`src/rtl/alu_issue_ctrl_pkg.sv`:
```
// rtl/alu_issue_ctrl_pkg.sv - opcode constants, result-entry layout and helpers
// shared by the ALU issue controller and its ALU.
package alu_issue_ctrl_pkg;

  localparam logic [3:0] OP_ADD = 4'd0;
  localparam logic [3:0] OP_SUB = 4'd1;
  localparam logic [3:0] OP_MUL = 4'd2;
  localparam logic [3:0] OP_DIV = 4'd3;
  localparam logic [3:0] OP_SHL = 4'd4;
  localparam logic [3:0] OP_ROR = 4'd7;
  localparam logic [3:0] OP_AND = 4'd8;
  localparam logic [3:0] OP_GT  = 4'd14;

  localparam int N_SUPPORTED = 8;
  localparam logic [3:0] SUPPORTED_OPS [N_SUPPORTED] = '{
    OP_ADD, OP_SUB, OP_MUL, OP_DIV, OP_SHL, OP_ROR, OP_AND, OP_GT
  };

  localparam int ENTRY_W = 7;

  typedef struct packed {
    logic       err;
    logic       zero;
    logic       carry;
    logic [3:0] result;
  } result_entry_t;

  typedef enum logic {
    ST_IDLE = 1'b0,
    ST_EXEC = 1'b1
  } state_t;

  function automatic logic is_supported(input logic [3:0] sel);
    logic hit;
    hit = 1'b0;
    for (int i = 0; i < N_SUPPORTED; i++) begin
      if (SUPPORTED_OPS[i] == sel) hit = 1'b1;
    end
    return hit;
  endfunction

endpackage

```
`src/rtl/alu_fixed.sv`:
```
// rtl/alu_fixed.sv - combinational 4-bit ALU; carry is bit 4 of the 5-bit
// result for arithmetic ops and the shifted-out bit for shift-left.
module alu_fixed
  import alu_issue_ctrl_pkg::*;
(
  input  logic [3:0] a,
  input  logic [3:0] b,
  input  logic [3:0] sel,
  output logic [3:0] result,
  output logic       carry
);

  logic [4:0] wide;
  logic [7:0] prod;

  always_comb begin
    wide = 5'd0;
    prod = {4'd0, a} * {4'd0, b};
    case (sel)
      OP_ADD:  wide = {1'b0, a} + {1'b0, b};
      OP_SUB:  wide = {1'b0, a} - {1'b0, b};
      OP_MUL:  wide = prod[4:0];
      // Divide-by-zero yields 0 here; the controller substitutes its own error entry.
      OP_DIV:  wide = (b == 4'd0) ? 5'd0 : {1'b0, a / b};
      OP_SHL:  wide = {a[3], a[2:0], 1'b0};
      OP_ROR:  wide = {1'b0, a[0], a[3:1]};
      OP_AND:  wide = {1'b0, a & b};
      OP_GT:   wide = {4'd0, (a > b)};
      default: wide = 5'd0;
    endcase
  end

  assign result = wide[3:0];
  assign carry  = wide[4];

endmodule

```
`src/rtl/alu_issue_ctrl.sv`:
```
// rtl/alu_issue_ctrl.sv - two-state issue controller: accepts one ALU op,
// executes it for one cycle and queues the result in a small FIFO.
module alu_issue_ctrl
  import alu_issue_ctrl_pkg::*;
#(
  parameter int OUT_DEPTH = 2
) (
  input  logic       clk,
  input  logic       rst_n,
  input  logic       in_valid,
  output logic       in_ready,
  input  logic [3:0] in_a,
  input  logic [3:0] in_b,
  input  logic [3:0] in_sel,
  output logic       out_valid,
  input  logic       out_ready,
  output logic [3:0] out_result,
  output logic       out_carry,
  output logic       out_zero,
  output logic       out_err,
  output logic       busy,
  output logic [7:0] op_count
);

  localparam int PTR_W = $clog2(OUT_DEPTH);
  localparam int CNT_W = PTR_W + 1;

  state_t              state;
  logic [3:0]          a_q;
  logic [3:0]          b_q;
  logic [3:0]          sel_q;
  result_entry_t       mem [OUT_DEPTH];
  logic [PTR_W-1:0]    rd_ptr;
  logic [PTR_W-1:0]    wr_ptr;
  logic [CNT_W-1:0]    count;
  logic                fresh;

  logic [3:0]          alu_result;
  logic                alu_carry;
  result_entry_t       push_entry;
  result_entry_t       head;
  logic                accept;
  logic                push;
  logic                pop;

  alu_fixed u_alu (
    .a      (a_q),
    .b      (b_q),
    .sel    (sel_q),
    .result (alu_result),
    .carry  (alu_carry)
  );

  always_comb begin
    push_entry = '0;
    if (!is_supported(sel_q)) begin
      push_entry.err  = 1'b1;
      push_entry.zero = 1'b1;
    end else if (sel_q == OP_DIV && b_q == 4'd0) begin
      push_entry.err    = 1'b1;
      push_entry.result = 4'hF;
    end else begin
      push_entry.result = alu_result;
      push_entry.carry  = alu_carry;
      push_entry.zero   = (alu_result == 4'd0);
    end
  end

  // A result written into an empty buffer is presented from the following cycle.
  assign in_ready  = (state == ST_IDLE) && (count < CNT_W'(OUT_DEPTH));
  assign accept    = in_valid && in_ready;
  assign push      = (state == ST_EXEC);
  assign out_valid = (count != '0) && !fresh;
  assign pop       = out_valid && out_ready;
  assign head      = mem[rd_ptr];
  assign busy      = (state != ST_IDLE) || (count != '0);

  assign out_result = out_valid ? head.result : 4'd0;
  assign out_carry  = out_valid ? head.carry  : 1'b0;
  assign out_zero   = out_valid ? head.zero   : 1'b0;
  assign out_err    = out_valid ? head.err    : 1'b0;

  always_ff @(posedge clk or negedge rst_n) begin
    if (!rst_n) begin
      state    <= ST_IDLE;
      a_q      <= 4'd0;
      b_q      <= 4'd0;
      sel_q    <= 4'd0;
      rd_ptr   <= '0;
      wr_ptr   <= '0;
      count    <= '0;
      fresh    <= 1'b0;
      op_count <= 8'd0;
      for (int i = 0; i < OUT_DEPTH; i++) mem[i] <= '0;
    end else begin
      case (state)
        ST_IDLE: begin
          if (accept) begin
            a_q   <= in_a;
            b_q   <= in_b;
            sel_q <= in_sel;
            state <= ST_EXEC;
          end
        end
        ST_EXEC: state <= ST_IDLE;
        default: state <= ST_IDLE;
      endcase

      fresh <= push && (count == '0);

      if (push) begin
        mem[wr_ptr] <= push_entry;
        wr_ptr      <= wr_ptr + PTR_W'(1);
        op_count    <= op_count + 8'd1;
      end
      if (pop) rd_ptr <= rd_ptr + PTR_W'(1);

      case ({push, pop})
        2'b10:   count <= count + CNT_W'(1);
        2'b01:   count <= count - CNT_W'(1);
        default: count <= count;
      endcase
    end
  end

endmodule

```
`config.mk`:
```
export PLATFORM = sky130hd
export DESIGN_NAME = alu_issue_ctrl
export DESIGN_NICKNAME = d
export VERILOG_FILES = /design/src/rtl/alu_issue_ctrl_pkg.sv /design/src/rtl/alu_fixed.sv /design/src/rtl/alu_issue_ctrl.sv
export SDC_FILE = /design/constraint.sdc
export NUM_CORES = 1
export LEC_CHECK = 0
export BUFFER_PORTS_ARGS = -buffer_cell sky130_fd_sc_hd__buf_2
export CORE_UTILIZATION = 50
export DETAILED_ROUTE_END_ITERATION = 10
export GPL_TIMING_DRIVEN = 0
export MAX_ROUTING_LAYER = met4
export PLACE_DENSITY = 0.7
export SYNTH_ARGS = -nofsm -noshare
export SYNTH_HDL_FRONTEND = slang
export SYNTH_SLANG_ARGS = --single-unit
```
`constraint.sdc`:
```
create_clock -name clk -period 12.3 [get_ports clk]
set_clock_uncertainty 0.05 [all_clocks]
set_input_delay 1.845 -clock clk [delete_from_list [all_inputs] [get_ports clk]]
set_output_delay 1.845 -clock clk [all_outputs]
set_load 0.005 [all_outputs]
```
### Yosys cells after proc, flatten, opt, wreduce, memory -nomap -nowiden

Index checks and enable logic that the tools add are counted.

| operators by class | value |
|---|---|
| add/subtract/negate cells | 7 |
| multiply operators | 1 |
| divide/modulo/power cells | 1 |
| magnitude comparators | 5 |
| equality and inequality tests | 16 |
| shift-type cells | 0 |
| multiplexer cells | 28 |
| bitwise logic cells | 4 |
| reductions and logical operators | 16 |

Operators with widths:

| operator | number |
|---|---|
| case mux 5 bit (8 select lines) | 1 |
| two-way mux 7 bit | 4 |
| bitwise mux 14 bit | 1 |
| two-way mux 1 bit | 13 |
| zero test 4 bit | 3 |
| two-way mux 4 bit | 3 |
| adder 8 x 1 -> 8 bit (second input constant) | 1 |
| == test 2 x 4 -> 1 bit (first input constant) | 2 |
| == test 3 x 4 -> 1 bit (first input constant) | 2 |
| == test 4 x 2 -> 1 bit (second input constant) | 2 |
| == test 4 x 3 -> 1 bit (second input constant) | 2 |
| == test 4 bit (first input constant) | 2 |
| == test 4 bit (second input constant) | 2 |
| demux 7 bit (select 1 bit) | 1 |
| logical AND 1 bit | 7 |
| adder 4 x 4 -> 5 bit | 1 |
| multiplier 4 x 4 -> 5 bit | 1 |
| two-way mux 5 bit | 1 |
| subtractor 4 x 4 -> 5 bit | 1 |
| bitwise AND 4 bit | 1 |
| divider 4 x 4 -> 4 bit | 1 |
| == test 1 x 4 -> 1 bit (first input constant) | 1 |
| == test 4 x 1 -> 1 bit (second input constant) | 1 |
| greater-or-equal comparator 2 bit (second input constant) | 2 |
| 18 further kinds | 22 |

| storage, ports and cells | value |
|---|---|
| register bits after elaboration | 40 |
| bits in latches | 0 |
| memory bits (writable) | 0 |
| ROM bits | 0 |
| output and inout bits | 18 |
| memories kept | 0 |

### Longest topological paths before layout

| depth | value |
|---|---|
| word-level depth | 11 |
| depth in mapped cells | 22 |

### Hierarchy

A second synthesis with hierarchy kept.

| unflattened totals | value |
|---|---|
| cells, all modules | 308 |
| area total of the unflattened synthesis | 2,917.8 um^2 |

By module, submodules not included:

| module | instances | cells an instance | area an instance (um^2) | sequential area each (um^2) |
|---|---|---|---|---|
| alu_issue_ctrl | 1 | 155 | 1,779.2 | 1,001.0 |
| alu_fixed | 1 | 153 | 1,138.6 | 0.0 |

### Least setup slack after synthesis

No wires, ideal clock.

| timing | value |
|---|---|
| kind | reg-to-reg |
| start | reg b_q[0] |
| end | reg mem[12] (netlist bit) |
| setup time | 95 ps |
| data arrival time | 4,137 ps |
| data required time | 12,155 ps |
| setup slack | 8,017 ps |
| cell stages (with the launch flop) | 22 |
| period minus slack after synthesis | 4,283 ps |
| cells stage by stage | dfrtp_1 > inv_1 > ha_1 > a21oi_1 > a21oi_1 > ha_1 > o21ai_1 > nor2b_1 > or3_1 > nand2_1 > o21ai_0 > ha_1 > o21a_1 > o21ai_0 > a21oi_1 > mux2_2 > ha_1 > a211oi_1 > o31ai_1 > nor3_1 > nand2_1 > o31ai_1 |

| between the ends | value |
|---|---|
| longest elaborated chain between the ends | 7 |

RTL lines:

| element | line | text |
|---|---|---|
| start: declaration | alu_issue_ctrl.sv:30 | `logic [3:0] b_q;` |
| start signal: assignment | alu_issue_ctrl.sv:100 | `b_q <= in_b;` |
| divider 4 x 4 -> 4 bit or zero test 4 bit (tied branches) | alu_fixed.sv:24, alu_issue_ctrl.sv:59 |  |
| two-way mux 4 bit | alu_fixed.sv:24 | `OP_DIV: wide = (b == 4'd0) ? 5'd0 : {1'b0, a / b};` |
| case mux 5 bit (8 select lines) | alu_fixed.sv:19 | `case (sel)` |
| zero test 4 bit | alu_issue_ctrl.sv:65 | `push_entry.zero = (alu_result == 4'd0);` |
| two-way mux 2 bit * | alu_issue_ctrl.sv:59 | `end else if (sel_q == OP_DIV && b_q == 4'd0) begin` |
| two-way mux 2 bit * | alu_issue_ctrl.sv:56 | `if (!is_supported(sel_q)) begin` |
| bitwise mux 14 bit * | alu_issue_ctrl.sv:112 | `mem[wr_ptr] <= push_entry;` |
| end signal: indexed assignment | alu_issue_ctrl.sv:112 |  |
| end: declaration | alu_issue_ctrl.sv:32 | `result_entry_t mem [OUT_DEPTH];` |

Every way passes the cells marked *; elsewhere a longest branch is shown, timed or not.
A chain may end at the register's enable or synchronous reset.

### Worst setup path after layout

Same ends and word-level chain as after synthesis.

==> results.cfg <==
[logic_synthesis]
syn_area_per_cell_um2 = 9.20
async_flop_share_pct = 100
synth.yosys.seq_area_share_pct = 34.1
yosys.area.top_type_share_pct = 34.1
synth_area_leaders = dfrtp_1 34%, ha_1 12%, nand2_1 4.7%
syn-num-nets = 367
synth_cell_types = 52
synth-main-ff-cell = dfrtp_1
syn_inst = 319
ys_ff_latch = 40
netlist_area_um2 = 2930
synth_warnings = 0
synth_area_leader_cell = dfrtp_1
synth-edff-count = 0

[setup_path]
crit_path_end_kind = flip-flop
slowest_stage = dfrtp_1
critical_path.max_stage_delay_ps = 590
ff2ff_path_depth = 21
setup.worst_path.start_class = flip-flop
critPathRequiredTime_ps = 12460
path_cells = inv_1, ha_1, a21oi_1, a21oi_1, ha_1, o21ai_1, nor2b_1, or3_1, nand2_1, o21ai_0, ha_1, o21a_1, o21ai_0, a21oi_1, mux2_2, ha_1, a211oi_1, o31ai_1, nor3_1, nand2_1, o31ai_1
path_common_cell = ha_1
crit_fanout = 10
crit_arrival_ps = 5270
criticalPathCategory = flip-flop to flip-flop

[status]
status = complete, no violations

[clocking]
cts_setup_buffers = 0
cts-resized-gates = 0
cts_root_buffer = clkbuf_8
htree_levels = 2
cts_buffers = 5
hold_buffers = 0
cts_tree = built
clk_latency_ps = 300
clockBufferDepth = 2
clk_transition_reported_paths_ps = 80
clock-sinks = 40

[placement]
portBuffers = 33
hpwlAfterDp_mm = 4.86
gp_congestion = 0.883
pre_cts_ws_ps = 7260

[sta]
period_share_pct = 41.5
max_freq_mhz = 196
final_hold_viol_count = 0
relSlewSlack_pct = 41.4
setup_violations = 0
rsz0062_at_grt = no
worst_pin_slew_ps = 878
fin_crit_ps = 5110
fin_tns_setup_ps = 0
setup_slack_ps = 7190
whs_ps = 420
timing.final.max_slew_violations = 0

[pwr]
combPwrFrac_pct = 64.9
power_switching_uw = 497
swShare_pct = 47.1
clock_power_share_pct = 10.6
p_per_area_nw_per_um2 = 320
power.leakage_nw = 1.55
power_mw = 1.06
irDropWorstVdd_v = 0.000139
intPower_uw = 560
pwr-share-seq_pct = 24.5

[flow_run]
max-cap-violations = 0

[drt]
first_pass_iters = 5
drt-initial-drc-count = 83
vias = 2378
drt-total-wl_mm = 6.45
wl_per_cell_um = 14.9
drcViolationCount = 0
viasPerCell = 5.50
ant_nets = 0

[global_routing]
grt_max_degree = 41
grt_pass1_vias = 2315
track_usage_pct = 23.6
grt_antenna_before_repair = 0
globalRoute.totalOverflow = 0
grt_pass1_wl_mm = 11.0

[final_layout]
mostFrequentLayoutCells = 40 x dfrtp_1, 37 x nand2_1, 37 x buf_2
fillerInstances = 500
drive_gt1_share_pct = 18.1
syn2layout_area_growth_pct = 12.6
fin_util_pct = 59.3
final_common_cell = dfrtp_1
nets = 407
n_antenna_cell = 0

[hold_path]
holdPathStages = 1
hold_path.class = flip-flop to flip-flop

[floorplanning]
coreArea_um2 = 5570
rows = 27
dieArea_um2 = 6180
start_util_pct = 52.6
die_h_um = 78.6
die_x_um = 78.6
boundaryPins = 34
## cell families after synthesis
logic type / after synthesis / share of synthesized area (%)
buffers and inverters: 33 / 5.29
XOR/XNOR: 22 / 6.57
flip-flops: 40 / 34.1
AO/OA/AOI/OAI: 64 / 14.3
multiplexers: 16 / 5.93
AND/OR/NAND/NOR: 112 / 18.9
adder cells (fa/ha/maj): 32 / 14.9
## flip-flops by register name, indices dropped and copies added, names as in the netlist, 2 cells and up
register  flops
b_q           4
op_count      8
count         2
a_q           4
sel_q         4
mem          14
## synth_stat cells, types with 7 or more instances
cell type  number
xor2_1          7
mux2i_1         8
ha_1           27
o21ai_0        23
inv_1          17
nor2_1         29
a21oi_1        10
nor3_1          8
mux2_2          7
dfrtp_1        40
nand2_1        37
xnor2_1        15
## power by group through the flow
stage | Combinational [mW] | Sequential (mW) | Clock (mW)
finish | 0.686 | 0.259 | 0.112
floorplan | 0.529 | 0.240 | 0
global route | 0.773 | 0.269 | 0.120
CTS | 0.685 | 0.259 | 0.115
global placement | 0.661 | 0.258 | 0
detailed placement | 0.681 | 0.261 | 0
## cell type report
type	instances	area [um^2]	share of cell area, %
multi-input cells	246	1780	53.8
flip-flops and latches	40	1000	30.3
repair buffers	33	165	5.00
well taps	72	90.1	2.73
plain buffers	15	87.6	2.65
clock buffers	5	68.8	2.08
inverters	18	67.6	2.04
clock inverters	3	46.3	1.40
## routing by layer
metal  part of all wire [%]  wire [um]  GRT usage (%)
met5                      0          0              -
met4                    1.9        121           7.41
met3                    4.5        289           4.88
met2                     46       2990           36.8
met1                     47       3050           30.6
## worst paths after layout
kind / start / end / slack (ps)
worst min-delay path: op_count[7] / op_count[7] / 420
min in group asynchronous: rst_n / count[0] / 1600
worst max register to register: b_q[0] / mem[12] / 7190
max in group asynchronous: rst_n / sel_q[0] / 10050
worst min register to register: op_count[7] / op_count[7] / 420
worst max-delay path: b_q[0] / mem[12] / 7190
## worst max-delay path: cells and delay by family (launching register included)
kind / cells / cell delay (ps)
adders and majority gates: 4 / 1070
buffers and inverters: 1 / 210
DFF: 1 / 590
and+or+nand+nor: 5 / 1040
AOI/OAI and AO/OA: 10 / 1630
muxes: 1 / 410
## per-stage QoR
step	area [um^2]	instances
3_3_place_gp	3190	424
2_1_floorplan	2930	319
6_report	3300	432
4_1_cts	3300	432
5_1_grt	3300	432
3_5_place_dp	3190	424
No activity file was read; power rests on OpenSTA's default activity.
